**src/rtl/period_meter.sv**
```systemverilog
// Measures the distance in clk cycles between rising edges of tickIn and hands each
// captured period to a consumer over a valid/ready pair, with lock and overflow status.
module period_meter #(
   parameter int WIDTH      = 11,
   parameter int LOCK_COUNT = 3
) (
   input  logic             clk,
   input  logic             rst,
   input  logic             tickIn,
   output logic [WIDTH-1:0] period,
   output logic             periodValid,
   input  logic             periodReady,
   output logic             locked,
   output logic             overflow,
   output logic             dropped,
   output logic [1:0]       state_dbg_o
);

   // Handshake: a capture is handed over when periodValid and periodReady are both
   // high at a clk edge; period is stable while periodValid is high unless a newer
   // capture overwrites it, in which case dropped pulses for one cycle.

   typedef enum logic [1:0] {
      ST_IDLE = 2'd0,
      ST_MEAS = 2'd1,
      ST_OVF  = 2'd2
   } state_t;

   localparam logic [WIDTH-1:0] CNT_MAX = '1;
   localparam logic [WIDTH-1:0] CNT_ONE = WIDTH'(1);
   localparam logic [3:0]       LOCK_N  = 4'(LOCK_COUNT);

   state_t           state_q, state_d;
   logic [WIDTH-1:0] count_q, count_d;
   logic [WIDTH-1:0] period_q, period_d;
   logic             valid_q, valid_d;
   logic             locked_q, locked_d;
   logic             overflow_q, overflow_d;
   logic             dropped_q, dropped_d;
   logic [3:0]       match_q, match_d;
   logic             tick_prev_q;

   logic             rise;
   logic             capture;
   logic             count_at_max;
   logic [3:0]       match_next;

   assign rise         = tickIn & ~tick_prev_q;
   assign capture      = (state_q == ST_MEAS) && rise;
   assign count_at_max = (count_q == CNT_MAX);

   // Match count restarts on the first capture of a run (match_q cleared) or on change.
   always_comb begin
      if ((match_q == 4'd0) || (count_q != period_q)) begin
         match_next = 4'd1;
      end else if (match_q >= LOCK_N) begin
         match_next = LOCK_N;
      end else begin
         match_next = match_q + 4'd1;
      end
   end

   always_comb begin
      state_d    = state_q;
      count_d    = count_q;
      period_d   = period_q;
      valid_d    = valid_q;
      locked_d   = locked_q;
      overflow_d = overflow_q;
      dropped_d  = 1'b0;
      match_d    = match_q;

      case (state_q)
         ST_IDLE, ST_OVF: begin
            if (rise) begin
               state_d = ST_MEAS;
               count_d = CNT_ONE;
            end
         end
         ST_MEAS: begin
            if (rise) begin
               count_d = CNT_ONE;
            end else if (count_at_max) begin
               state_d    = ST_OVF;
               overflow_d = 1'b1;
               match_d    = 4'd0;
               locked_d   = 1'b0;
            end else begin
               count_d = count_q + CNT_ONE;
            end
         end
         default: begin
            state_d = ST_IDLE;
         end
      endcase

      if (capture) begin
         period_d  = count_q;
         valid_d   = 1'b1;
         dropped_d = valid_q & ~periodReady;
         match_d   = match_next;
         locked_d  = (match_next >= LOCK_N);
      end else if (valid_q && periodReady) begin
         valid_d = 1'b0;
      end
   end

   // tick_prev_q resets high so a level already present at reset release is ignored.
   always_ff @(posedge clk) begin
      if (rst) begin
         state_q     <= ST_IDLE;
         count_q     <= '0;
         period_q    <= '0;
         valid_q     <= 1'b0;
         locked_q    <= 1'b0;
         overflow_q  <= 1'b0;
         dropped_q   <= 1'b0;
         match_q     <= 4'd0;
         tick_prev_q <= 1'b1;
      end else begin
         state_q     <= state_d;
         count_q     <= count_d;
         period_q    <= period_d;
         valid_q     <= valid_d;
         locked_q    <= locked_d;
         overflow_q  <= overflow_d;
         dropped_q   <= dropped_d;
         match_q     <= match_d;
         tick_prev_q <= tickIn;
      end
   end

   assign period      = period_q;
   assign periodValid = valid_q;
   assign locked      = locked_q;
   assign overflow    = overflow_q;
   assign dropped     = dropped_q;
   assign state_dbg_o = state_q;

endmodule

```
**config.mk**
```make
export PLATFORM = sky130hd
export DESIGN_NAME = period_meter
export DESIGN_NICKNAME = d
export VERILOG_FILES = /design/src/rtl/period_meter.sv
export SDC_FILE = /design/constraint.sdc
export NUM_CORES = 1
export LEC_CHECK = 0
export CAP_MARGIN = 20
export CORE_AREA = 2 2 57 59
export CTS_BUF_LIST = sky130_fd_sc_hd__clkbuf_4
export DETAILED_ROUTE_END_ITERATION = 10
export DIE_AREA = 0 0 59 61
export GPL_TIMING_DRIVEN = 0
export HOLD_SLACK_MARGIN = 0.06
export PLACE_DENSITY = 0.78
export SLEW_MARGIN = 20
export SYNTH_ARGS = -nofsm -noshare
export SYNTH_HDL_FRONTEND = slang
export SYNTH_SLANG_ARGS = --single-unit
```
**constraint.sdc**
```tcl
create_clock -name clk -period 3.1 [get_ports clk]
set_input_delay 0.465 -clock clk [delete_from_list [all_inputs] [get_ports clk]]
set_output_delay 0.465 -clock clk [all_outputs]
set_load 0.1 [all_outputs]
```
==> results.cfg <==
[route]
wl_per_cell_um = 13.5
firstDrtPassIters = 4
drc = 0
drt_iter0_drc = 46
drt_wl_total_um = 3350
ant_nets = 0
drt-vias-per-instance = 5.48
vias = 1359

[clock_network]
cts_hold_buf = 0
cts_made_buffers = 5
htree_levels = 2
root_buffer = clkbuf_4
tritoncts = yes
clkSinkCount = 33
ctsResizeCount = 0
clk-insertion-delay-late_ns = 0.34
clock_path_buffers = 2
post-cts-setup-buffer-count = 0
cts.clk_slew.worst_paths_ns = 0.11

[synthesis]
synthDistinctLibCells = 43
synth_top_flop_cell = dfxtp_1
yosysSeqAreaShare = 0.412
synth_warnings = 0
yosysTopAreaCellShare = 0.412
ys_ff_latch = 33
yosysTopAreaCell = dfxtp_1
syn_nets = 194
synthTopCellsByArea = dfxtp_1 41%, xnor2_1 7.7%, nand2_1 7.0%, a21oi_1 5.0%, nor2_1 4.2%
synth_edf_count = 0
syn_inst = 187
synth_area_per_cell_um2 = 8.57
async_flop_share = 0
syn-cell-area_um2 = 1600

[sta]
maxSlewViolCount = 0
hold_violations = 0
skew_ns = 0.0100
fin_setup_tns_ns = 0
slew_headroom = 0.353
finalCriticalPeriod_ns = 2.49
setup_viol = 0
fmax_mhz = 402
worstMarginPinSlew_ns = 0.968
worst_slack_ns = 0.610
holdWs_ns = 0.460
post-route-period-util = 0.803
rsz0062_at_grt = no

[setup_path]
r2r_end = match_q[0]
cp_max_fo = 8
max_stage_delay_ns = 1.20
cp.depth = 1
start_kind = register
crit_family = buffers and inverters
path_cells = clkdlybuf4s50_1
reg2regPathDepth = 6
critPathRequiredTime_ns = 2.63
slowest_stage = clkdlybuf4s50_1
critPathArrivalTime_ns = 2.03
r2r_setup_slack_ns = 1.11
crit_path_end = state_dbg_o[0]
crit_path_start = state_dbg_o[0]
crit_type = register to output port
critPathBufInv = 1
cp-end-kind = output port
reg2reg_from = count_q[1]

[final_layout]
drive_gt1_frac = 0.107
fill_cells = 252
post-route-cell-area_um2 = 1920
nets = 221
area_growth_pct = 20.0
final_common_cell = dfxtp_1
final_cell_mix = 33 x dfxtp_1, 30 x nand2_1, 20 x clkdlybuf4s50_1
multiInputGateArea_um2 = 856
regArea_um2 = 661
n_antenna_cell = 0

[placement]
portBuffers = 20
dp_hpwl_um = 2600
placed_area_um2 = 1840
pre_cts_slack_ns = 0.888
globalplace.congestion = 0.802

[floorplan]
core_area_um2 = 2950
num_io_pins = 21
fp-row-count = 20
dieWidth_um = 59
fp.dieH_um = 61
die_area_um2 = 3600
start_util = 0.543

[grt]
grt_usage = 0.213
overflow = 0
grt_pass1_vias = 1326
grt_max_degree = 11
antenna_found_initial = 0
grt_pass1_wl_um = 5710

[power]
p_leak_nw = 0.684
power.total_w = 0.000809
p_per_area_nw_per_um2 = 421
max-vdd-ir-drop_mv = 0.356

[flow_run]
maxCapViolCount = 0

[min_path]
hold_path_class = register to register

[outcome]
outcome = finished clean
==> metal layers <==
layer / wire [um] / track usage / share of wire / up-vias
met5: 0 / 0 / 0 / -
li1: - / - / - / 690
met1: 1540 / 0.264 / 0.46 / 637
met3: 88 / 0.0426 / 0.026 / 8
met4: 63 / 0.114 / 0.019 / 0
met2: 1650 / 0.351 / 0.49 / 24
==> synth_stat cells, types with 3 or more instances <==
| cell type | n |
|---|---|
| dfxtp_1 | 33 |
| nand2_1 | 30 |
| nor2_1 | 18 |
| a21oi_1 | 16 |
| xnor2_1 | 14 |
| clkbuf_1 | 6 |
| inv_1 | 6 |
| nand4_1 | 6 |
| nand3_1 | 5 |
| nand2b_1 | 4 |
| a211oi_1 | 3 |
| buf_2 | 3 |
| ha_1 | 3 |
| o21ai_1 | 3 |
| xor2_1 | 3 |
==> power breakdown <==
group | internal, W | switching, W
combinational | 0.0000194 | 0.0000363
clock | 0.000177 | 0.000144
sequential | 0.000428 | 0.00000483
total | 0.000624 | 0.000185
==> registers in the layout, summed over array words and instances, names as in the netlist <==
register and flops:
dropped 1, periodValid 1, match_q 4, period 11, overflow 1, count_q 11, tick_prev_q 1, state_dbg_o 2
locked 1
==> how the worst min path moves through the flow <==
stage | start | to | slack (ns) | depth (start not counted)
finish | locked | locked | 0.46 | 2
global route | locked | locked | 0.48 | 2
CTS | locked | locked | 0.46 | 2
detailed placement | locked | locked | 0.45 | 2
floorplan | match_q[1] | match_q[1] | 0.43 | 2
global placement | locked | locked | 0.44 | 2
==> stage by stage <==
step / std cells / utilization
after floorplan: 187 / -
after global placement: 240 / 0.625
after detailed placement: 240 / 0.625
after CTS: 248 / 0.651
after global routing: 248 / 0.651
final: 248 / 0.651
==> area by class of cell <==
| cell class | count | area share |
|---|---|---|
| Buffer | 12 | 0.0312 |
| Clock buffer | 6 | 0.0234 |
| Clock inverter | 2 | 0.0176 |
| Inverter | 7 | 0.0137 |
| Multi-Input combinational cell | 135 | 0.445 |
| Sequential cell | 33 | 0.344 |
| Tap cell | 33 | 0.0215 |
| Timing Repair Buffer | 20 | 0.104 |
==> cells by family (layout without fill, tap and decap cells) <==
group | after synthesis | after routing | synth area share
and+or+nand+nor | 79 | 79 | 0.263
AOI/OAI and AO/OA | 36 | 36 | 0.155
DFF | 33 | 33 | 0.412
buffers and inverters | 19 | 47 | 0.0539
xor gates and xnor gates | 17 | 17 | 0.0929
adders and majority gates | 3 | 3 | 0.0234
Power figures use the tool's default switching activity.
